**config.mk**
```make
export PLATFORM = sky130hd
export DESIGN_NAME = modbus_rtu_rx_framer
export DESIGN_NICKNAME = d
export VERILOG_FILES = /design/src/rtl/modbus_pkg.sv /design/src/rtl/crc16_modbus.sv /design/src/rtl/modbus_rtu_rx_framer.sv
export SDC_FILE = /design/constraint.sdc
export NUM_CORES = 2
export LEC_CHECK = 0
export ABC_AREA = 1
export ABC_CLOCK_PERIOD_IN_PS = 2800
export BUFFER_PORTS_ARGS = -buffer_cell sky130_fd_sc_hd__buf_2
export CORE_MARGIN = 10
export CORE_UTILIZATION = 36
export CTS_CLUSTER_SIZE = 8
export DETAILED_ROUTE_END_ITERATION = 8
export HOLD_SLACK_MARGIN = 0.15
export PLACE_DENSITY = 0.6
export SLEW_MARGIN = 20
export SYNTH_ARGS = -nofsm -noshare
export SYNTH_HDL_FRONTEND = slang
export SYNTH_SLANG_ARGS = --single-unit
```
**constraint.sdc**
```tcl
create_clock -name clk -period 2.8 [get_ports clk]
set_clock_uncertainty 0.1 [all_clocks]
set_input_delay 0.14 -clock clk [delete_from_list [all_inputs] [get_ports clk]]
set_output_delay 0.14 -clock clk [all_outputs]
set_load 0.005 [all_outputs]
```
**src/rtl/modbus_pkg.sv**
```systemverilog
// Shared definitions for the Modbus RTU receive framer: FSM encoding,
// frame limits and the bytewise CRC-16/MODBUS step.
package modbus_pkg;

  typedef enum logic [2:0] {
    ST_INIT,
    ST_IDLE,
    ST_RECV,
    ST_GAP,
    ST_DONE,
    ST_DISCARD
  } state_t;

  localparam int          MIN_FRAME_LEN = 4;
  localparam logic [15:0] CRC_POLY      = 16'hA001;
  localparam logic [15:0] CRC_INIT      = 16'hFFFF;

  // Reflected CRC-16, LSB first, one whole byte per call.
  function automatic logic [15:0] crc16_step(input logic [15:0] crc, input logic [7:0] data);
    logic [15:0] c;
    c = crc ^ {8'h00, data};
    for (int i = 0; i < 8; i++) begin
      c = c[0] ? ((c >> 1) ^ CRC_POLY) : (c >> 1);
    end
    return c;
  endfunction

endpackage

```
**src/rtl/crc16_modbus.sv**
```systemverilog
// Running CRC-16/MODBUS accumulator; clr restarts from 0xFFFF on the byte
// that is being stepped in the same cycle.
module crc16_modbus
  import modbus_pkg::*;
(
  input  logic        clk,
  input  logic        rst,
  input  logic        clr,
  input  logic        en,
  input  logic [7:0]  data,
  output logic [15:0] crc
);

  logic [15:0] r_crc;

  always_ff @(posedge clk) begin
    if (rst) begin
      r_crc <= CRC_INIT;
    end else if (en) begin
      r_crc <= crc16_step(clr ? CRC_INIT : r_crc, data);
    end
  end

  assign crc = r_crc;

endmodule

```
**src/rtl/modbus_rtu_rx_framer.sv**
```systemverilog
// Modbus RTU receive framer: delimits frames by line silence, buffers the
// bytes, checks CRC residue and slave address, and holds the frame for a consumer.
module modbus_rtu_rx_framer
  import modbus_pkg::*;
#(
  parameter int T15_CYC = 1719,
  parameter int T35_CYC = 4011,
  parameter int MAX_LEN = 256
) (
  input  logic                       clk,
  input  logic                       rst,
  input  logic [7:0]                 rx_data,
  input  logic                       rx_valid,
  input  logic                       rx_err,
  input  logic [7:0]                 my_addr,
  output logic                       frm_ready,
  output logic [8:0]                 frm_len,
  output logic                       frm_crc_ok,
  output logic                       frm_addr_ok,
  input  logic                       frm_ack,
  output logic                       frm_drop,
  output logic                       frm_ovr,
  input  logic [$clog2(MAX_LEN)-1:0] rd_addr,
  output logic [7:0]                 rd_data
);

  // state   | meaning
  // INIT    | after reset, wait for 3.5-char silence before trusting the line
  // IDLE    | line quiet, next byte starts a frame
  // RECV    | collecting bytes; 1.5-char silence ends the frame body
  // GAP     | body ended; any byte is a framing violation; 3.5-char silence evaluates
  // DONE    | frame held for consumer, frm_ready high
  // DISCARD | frame abandoned, ignore bytes until 3.5-char silence

  localparam int AW = $clog2(MAX_LEN);
  localparam int CW = $clog2(T35_CYC + 1);
  localparam int LW = $clog2(MAX_LEN + 1);

  localparam logic [CW-1:0] T15_C = CW'(T15_CYC);
  localparam logic [CW-1:0] T35_C = CW'(T35_CYC);
  localparam logic [LW-1:0] MAX_L = LW'(MAX_LEN);
  localparam logic [LW-1:0] MIN_L = LW'(MIN_FRAME_LEN);

  state_t      r_state;
  logic [CW-1:0] r_cnt;
  logic [LW-1:0] r_len;
  logic [7:0]  r_byte0;
  logic        r_ready;
  logic [8:0]  r_frm_len;
  logic        r_crc_ok;
  logic        r_addr_ok;
  logic        r_drop;
  logic        r_ovr;
  logic [7:0]  r_mem [MAX_LEN];
  logic [7:0]  r_rd_data;

  logic          w_t15;
  logic          w_t35;
  logic          w_start;
  logic          w_append;
  logic          w_we;
  logic [AW-1:0] w_waddr;
  logic [15:0]   w_crc;

  assign w_t15 = (r_cnt == T15_C);
  assign w_t35 = (r_cnt == T35_C);

  // Only these two paths may touch the buffer, so a held frame is never overwritten.
  always_comb begin
    w_start  = 1'b0;
    w_append = 1'b0;
    case (r_state)
      ST_IDLE: w_start  = rx_valid;
      ST_RECV: w_append = rx_valid && !rx_err && (r_len != MAX_L);
      ST_DONE: w_start  = rx_valid && frm_ack && !r_ovr;
      default: ;
    endcase
  end

  assign w_we    = w_start | w_append;
  assign w_waddr = w_append ? r_len[AW-1:0] : '0;

  always_ff @(posedge clk) begin
    if (rst) begin
      r_cnt <= '0;
    end else if (rx_valid || rx_err) begin
      r_cnt <= '0;
    end else if (r_cnt != T35_C) begin
      r_cnt <= r_cnt + CW'(1);
    end
  end

  crc16_modbus u_crc (
    .clk  (clk),
    .rst  (rst),
    .clr  (w_start),
    .en   (w_we),
    .data (rx_data),
    .crc  (w_crc)
  );

  always_ff @(posedge clk) begin
    if (w_we) begin
      r_mem[w_waddr] <= rx_data;
    end
    r_rd_data <= r_mem[rd_addr];
  end

  always_ff @(posedge clk) begin
    if (w_start) begin
      r_byte0 <= rx_data;
    end
  end

  always_ff @(posedge clk) begin
    if (rst) begin
      r_state   <= ST_INIT;
      r_len     <= '0;
      r_ready   <= 1'b0;
      r_frm_len <= '0;
      r_crc_ok  <= 1'b0;
      r_addr_ok <= 1'b0;
      r_drop    <= 1'b0;
      r_ovr     <= 1'b0;
    end else begin
      r_drop <= 1'b0;
      case (r_state)
        ST_INIT: begin
          if (w_t35) r_state <= ST_IDLE;
        end
        ST_IDLE: begin
          if (rx_valid) begin
            r_len   <= LW'(1);
            r_state <= ST_RECV;
          end
        end
        ST_RECV: begin
          if (rx_err || (rx_valid && (r_len == MAX_L))) begin
            r_drop  <= 1'b1;
            r_state <= ST_DISCARD;
          end else if (rx_valid) begin
            r_len <= r_len + LW'(1);
          end else if (w_t15) begin
            r_state <= ST_GAP;
          end
        end
        ST_GAP: begin
          if (rx_err || rx_valid) begin
            r_drop  <= 1'b1;
            r_state <= ST_DISCARD;
          end else if (w_t35) begin
            if (r_len < MIN_L) begin
              r_drop  <= 1'b1;
              r_state <= ST_IDLE;
            end else begin
              r_frm_len <= 9'(r_len);
              r_crc_ok  <= (w_crc == 16'h0000);
              r_addr_ok <= (r_byte0 == my_addr) || (r_byte0 == 8'h00);
              r_ready   <= 1'b1;
              r_state   <= ST_DONE;
            end
          end
        end
        ST_DONE: begin
          if (frm_ack) begin
            r_ovr   <= 1'b0;
            r_ready <= 1'b0;
            if (r_ovr) begin
              r_state <= ST_DISCARD;
            end else if (rx_valid) begin
              r_len   <= LW'(1);
              r_state <= ST_RECV;
            end else begin
              r_state <= ST_IDLE;
            end
          end else if (rx_valid) begin
            r_ovr <= 1'b1;
          end
        end
        ST_DISCARD: begin
          if (w_t35) r_state <= ST_IDLE;
        end
        default: r_state <= ST_INIT;
      endcase
    end
  end

  assign frm_ready   = r_ready;
  assign frm_len     = r_frm_len;
  assign frm_crc_ok  = r_crc_ok;
  assign frm_addr_ok = r_addr_ok;
  assign frm_drop    = r_drop;
  assign frm_ovr     = r_ovr;
  assign rd_data     = r_rd_data;

endmodule

```
==> impl_metrics.ini <==
[run_status]
run_status = finished, final reports clean

[run]
max_cap_violations = 0

[synth]
synth_fp_nets = 6895
yosys.cell_types.count = 41
yosysSeqAreaShare_pct = 74.4
postSynth.topFlopCell = sky130_fd_sc_hd__edfxtp_1
synth-edff-count = 2056
yosysWarnings = 0
synth_area_sq_um = 84600
post_synthesis_async_set_or_reset_flop_share_pct = 0
synth_instances = 6863
yosys_register_bits = 2118
avgSynthCellArea_sq_um = 12.3

[floorplanning]
start_util_pct = 36.3
placementRows = 177
die_width_um = 505
placeableCoreArea_sq_um = 233000
fp.dieH_um = 505
die-area_sq_um = 255000
ioPinCount = 51

[global_routing]
grt_first_pass_wirelength_um = 372000
groute.layer.met3.usage_pct = 3.68
globalRoute.busiestLayer = met2
global_route.usage.met2_pct = 29.6
grt_remaining_overflow = 0
grt_antenna_before_repair = 4
grt_start_max_net_pins = 157
gr-usage-all-layers_pct = 18.8
first_global_vias = 57700
grtUsageMet1_pct = 25.6

[timing]
worst_pin_slew_ns = 1.13
final_min_period_over_clock_period_pct = 97.0
final_critical_path_setup_slack_ns = 0.0844
slew-limit-headroom_pct = 24.7
finalSetupViolations = 0
slew_violations = 0
maxClockFrequency_mhz = 368
final-hold-violation-count = 0
final.min_clock_period_ns = 2.72

[layout]
total_area_of_multi_input_combinational_cells_sq_um = 19600
most_used_cells_in_the_layout_excluding_fill_and_tap_cells = sky130_fd_sc_hd__edfxtp_1 (2056), sky130_fd_sc_hd__nor2_1 (1208), sky130_fd_sc_hd__o21ai_0 (1049)
fillcell_total = 20900
fin_area_sq_um = 101000
area.growth.synth_to_final_pct = 19.6
final_layout_size_suffix_gt1_share_pct = 13.9
register_area_sq_um = 63000
layout.cells.most_common = sky130_fd_sc_hd__edfxtp_1
fin_nets = 7293
final_core_utilization_pct = 43.4

[power]
vdd_ir_drop_max_mv = 0.775
power-per-cell-area_nw_per_um2 = 724
power.leakage_nw = 33.4

[setup_path]
crit_required_ns = 3.33
critical-path-top-delay-family = buffers and inverters
element_type_at_the_critical_path_end = register
critical_path_arrival_ns = 3.25
critical_path.max_stage_delay_ns = 0.31
setup.worst_path.start_class = register
path_class = register to register
critical_path.n_buffers_inverters = 7
path_max_fanout = 11
cell_with_the_most_instances_on_the_worst_path = sky130_fd_sc_hd__buf_4
critical_path.slowest_cell = sky130_fd_sc_hd__dfxtp_1
path_cells = inv_2 -> nand4_1 -> nor3_2 -> nand3_1 -> nand4_2 -> buf_12 -> inv_2 -> o21ai_1 -> buf_4 -> nand2_2 -> buf_12 -> buf_4 -> nor2_2 -> buf_4

[placed_design]
placedInstanceArea_sq_um = 92000
detailedPlacementHpwl_um = 148000
place_ws_ns = -0.191
port_buffers = 50
gp_congestion = 0.876

[route]
dr_total_vias = 58400
drtIter0Drc = 6656
finalWirelength_um = 250000
wl_per_cell_um = 23.9
detailed_routing_iterations_pass_1 = 6
remaining_drc_errors = 0
antenna_left = 0
drt-vias-per-instance = 5.58

[clock_tree]
worstSkewPairLatency_ns = 0.94
htree_num_levels = 5
cts_tree = yes
clk_path_buf_depth = 4
cts-root-buf = sky130_fd_sc_hd__clkbuf_16
clkSinkCount = 2118
cts-buffers-inserted = 316
cts.reportedPaths.clkPinSlew_ns = 0.05

[min_path]
min_path_type = primary input to register
per-stage QoR:
| stage | instances | power, mW | hold slack (ns) | TNS, ns |
|---|---|---|---|---|
| 3_5_place_dp | 10000 | 40.5 | 0.338 | -15.23 |
| 4_1_cts | 10500 | 73.6 | 0.169 | 0 |
| 6_report | 10500 | 73.2 | 0.220 | 0 |
| 2_1_floorplan | 6863 | 38.3 | 0.139 | 0 |
| 3_3_place_gp | 10000 | 40.5 | 0.340 | -11.52 |
| 5_1_grt | 10500 | 75.5 | 0.208 | -0.0406 |
power by group:
part | switching, mW | internal, mW | total [mW] | leakage (nW)
clock network | 12.6 | 20.6 | 33.1 | 4.10
logic | 3.50 | 1.44 | 4.94 | 10.3
registers | 0.138 | 35.0 | 35.2 | 19.0
total | 16.2 | 57.0 | 73.2 | 33.4
flip-flops by register name, summed over array words and instances (netlist names):
signal / flops
u_crc.crc: 16
r_len: 9
r_state: 3
frm_ready: 1
r_byte0: 8
r_cnt: 12
frm_drop: 1
frm_len: 9
frm_crc_ok: 1
frm_addr_ok: 1
rd_data: 8
r_mem: 2048
frm_ovr: 1
Yosys cell counts, drive strengths merged (3+ instances only):
| cell | number | area [sq um] |
|---|---|---|
| nor2 | 1314 | 4940 |
| a21oi | 53 | 265 |
| nor4 | 8 | 50.1 |
| edfxtp | 2056 | 61700 |
| nor3 | 20 | 110 |
| o211ai | 4 | 30.0 |
| xnor2 | 8 | 70.1 |
| nand2 | 625 | 2360 |
| nand3 | 506 | 2540 |
| or2 | 9 | 56.3 |
| ha | 3 | 37.5 |
| xor2 | 4 | 42.6 |
| o221ai | 9 | 78.8 |
| clkbuf | 337 | 1260 |
| o21ai | 1065 | 5340 |
| nand4 | 15 | 100 |
| o22ai | 512 | 3200 |
| inv | 88 | 333 |
| dfxtp | 62 | 1240 |
| buf | 156 | 772 |
| a211oi | 3 | 22.5 |
worst min-delay path, stage by stage:
cell and delay, ns:
sky130_fd_sc_hd__dlygate4sd3_1 0.57, sky130_fd_sc_hd__buf_8 0.17, sky130_fd_sc_hd__buf_12 0.21
worst paths after layout:
| check | from | end | slack (ns) | depth (start not counted) |
|---|---|---|---|---|
| worst max-delay path | r_len[6] | r_mem[172][4] | 0.08 | 14 |
| worst min register to register | r_cnt[11] | r_cnt[11] | 0.36 | 2 |
| worst max register to register | r_len[6] | r_mem[172][4] | 0.08 | 14 |
| worst min-delay path | rx_data[4] | r_mem[153][4] | 0.22 | 3 |
layer usage:
layer  wire length [um]  up-vias
met5                 13        -
met2             116000     3016
met1             103000    29000
met4               9430        2
met3              21900      489
li1                   -    25900
final cells by class:
cell class	count	area share, %
Antenna cell	5	0.0124
Clock buffer	382	8.25
Multi-Input combinational cell	4163	19.4
Inverter	89	0.364
Timing Repair Buffer	573	5.80
Tap cell	3132	3.87
Sequential cell	2118	62.2
Clock inverter	6	0.0643
logic make-up (layout without fill, tap and decap cells):
group	after synthesis	after routing	share of synthesized area, %
AOI/OAI and AO/OA	1651	1651	10.6
xor gates and xnor gates	12	12	0.133
adders and majority gates	3	3	0.0444
buffers and inverters	582	1050	2.80
DFF	2118	2118	74.4
other	0	5	0
and+or+nand+nor	2497	2497	12.0
what timing repair did:
action | 4_1_cts | 5_1_grt
endpoints found under the hold margin | 2134 | 0
setup endpoints to repair | 504 | 1086
gates resized for setup | 55 | 77
hold buffers | 38 | 0
buffers inserted | 0 | 2
Note: power is estimated with default switching activity, not from simulation.
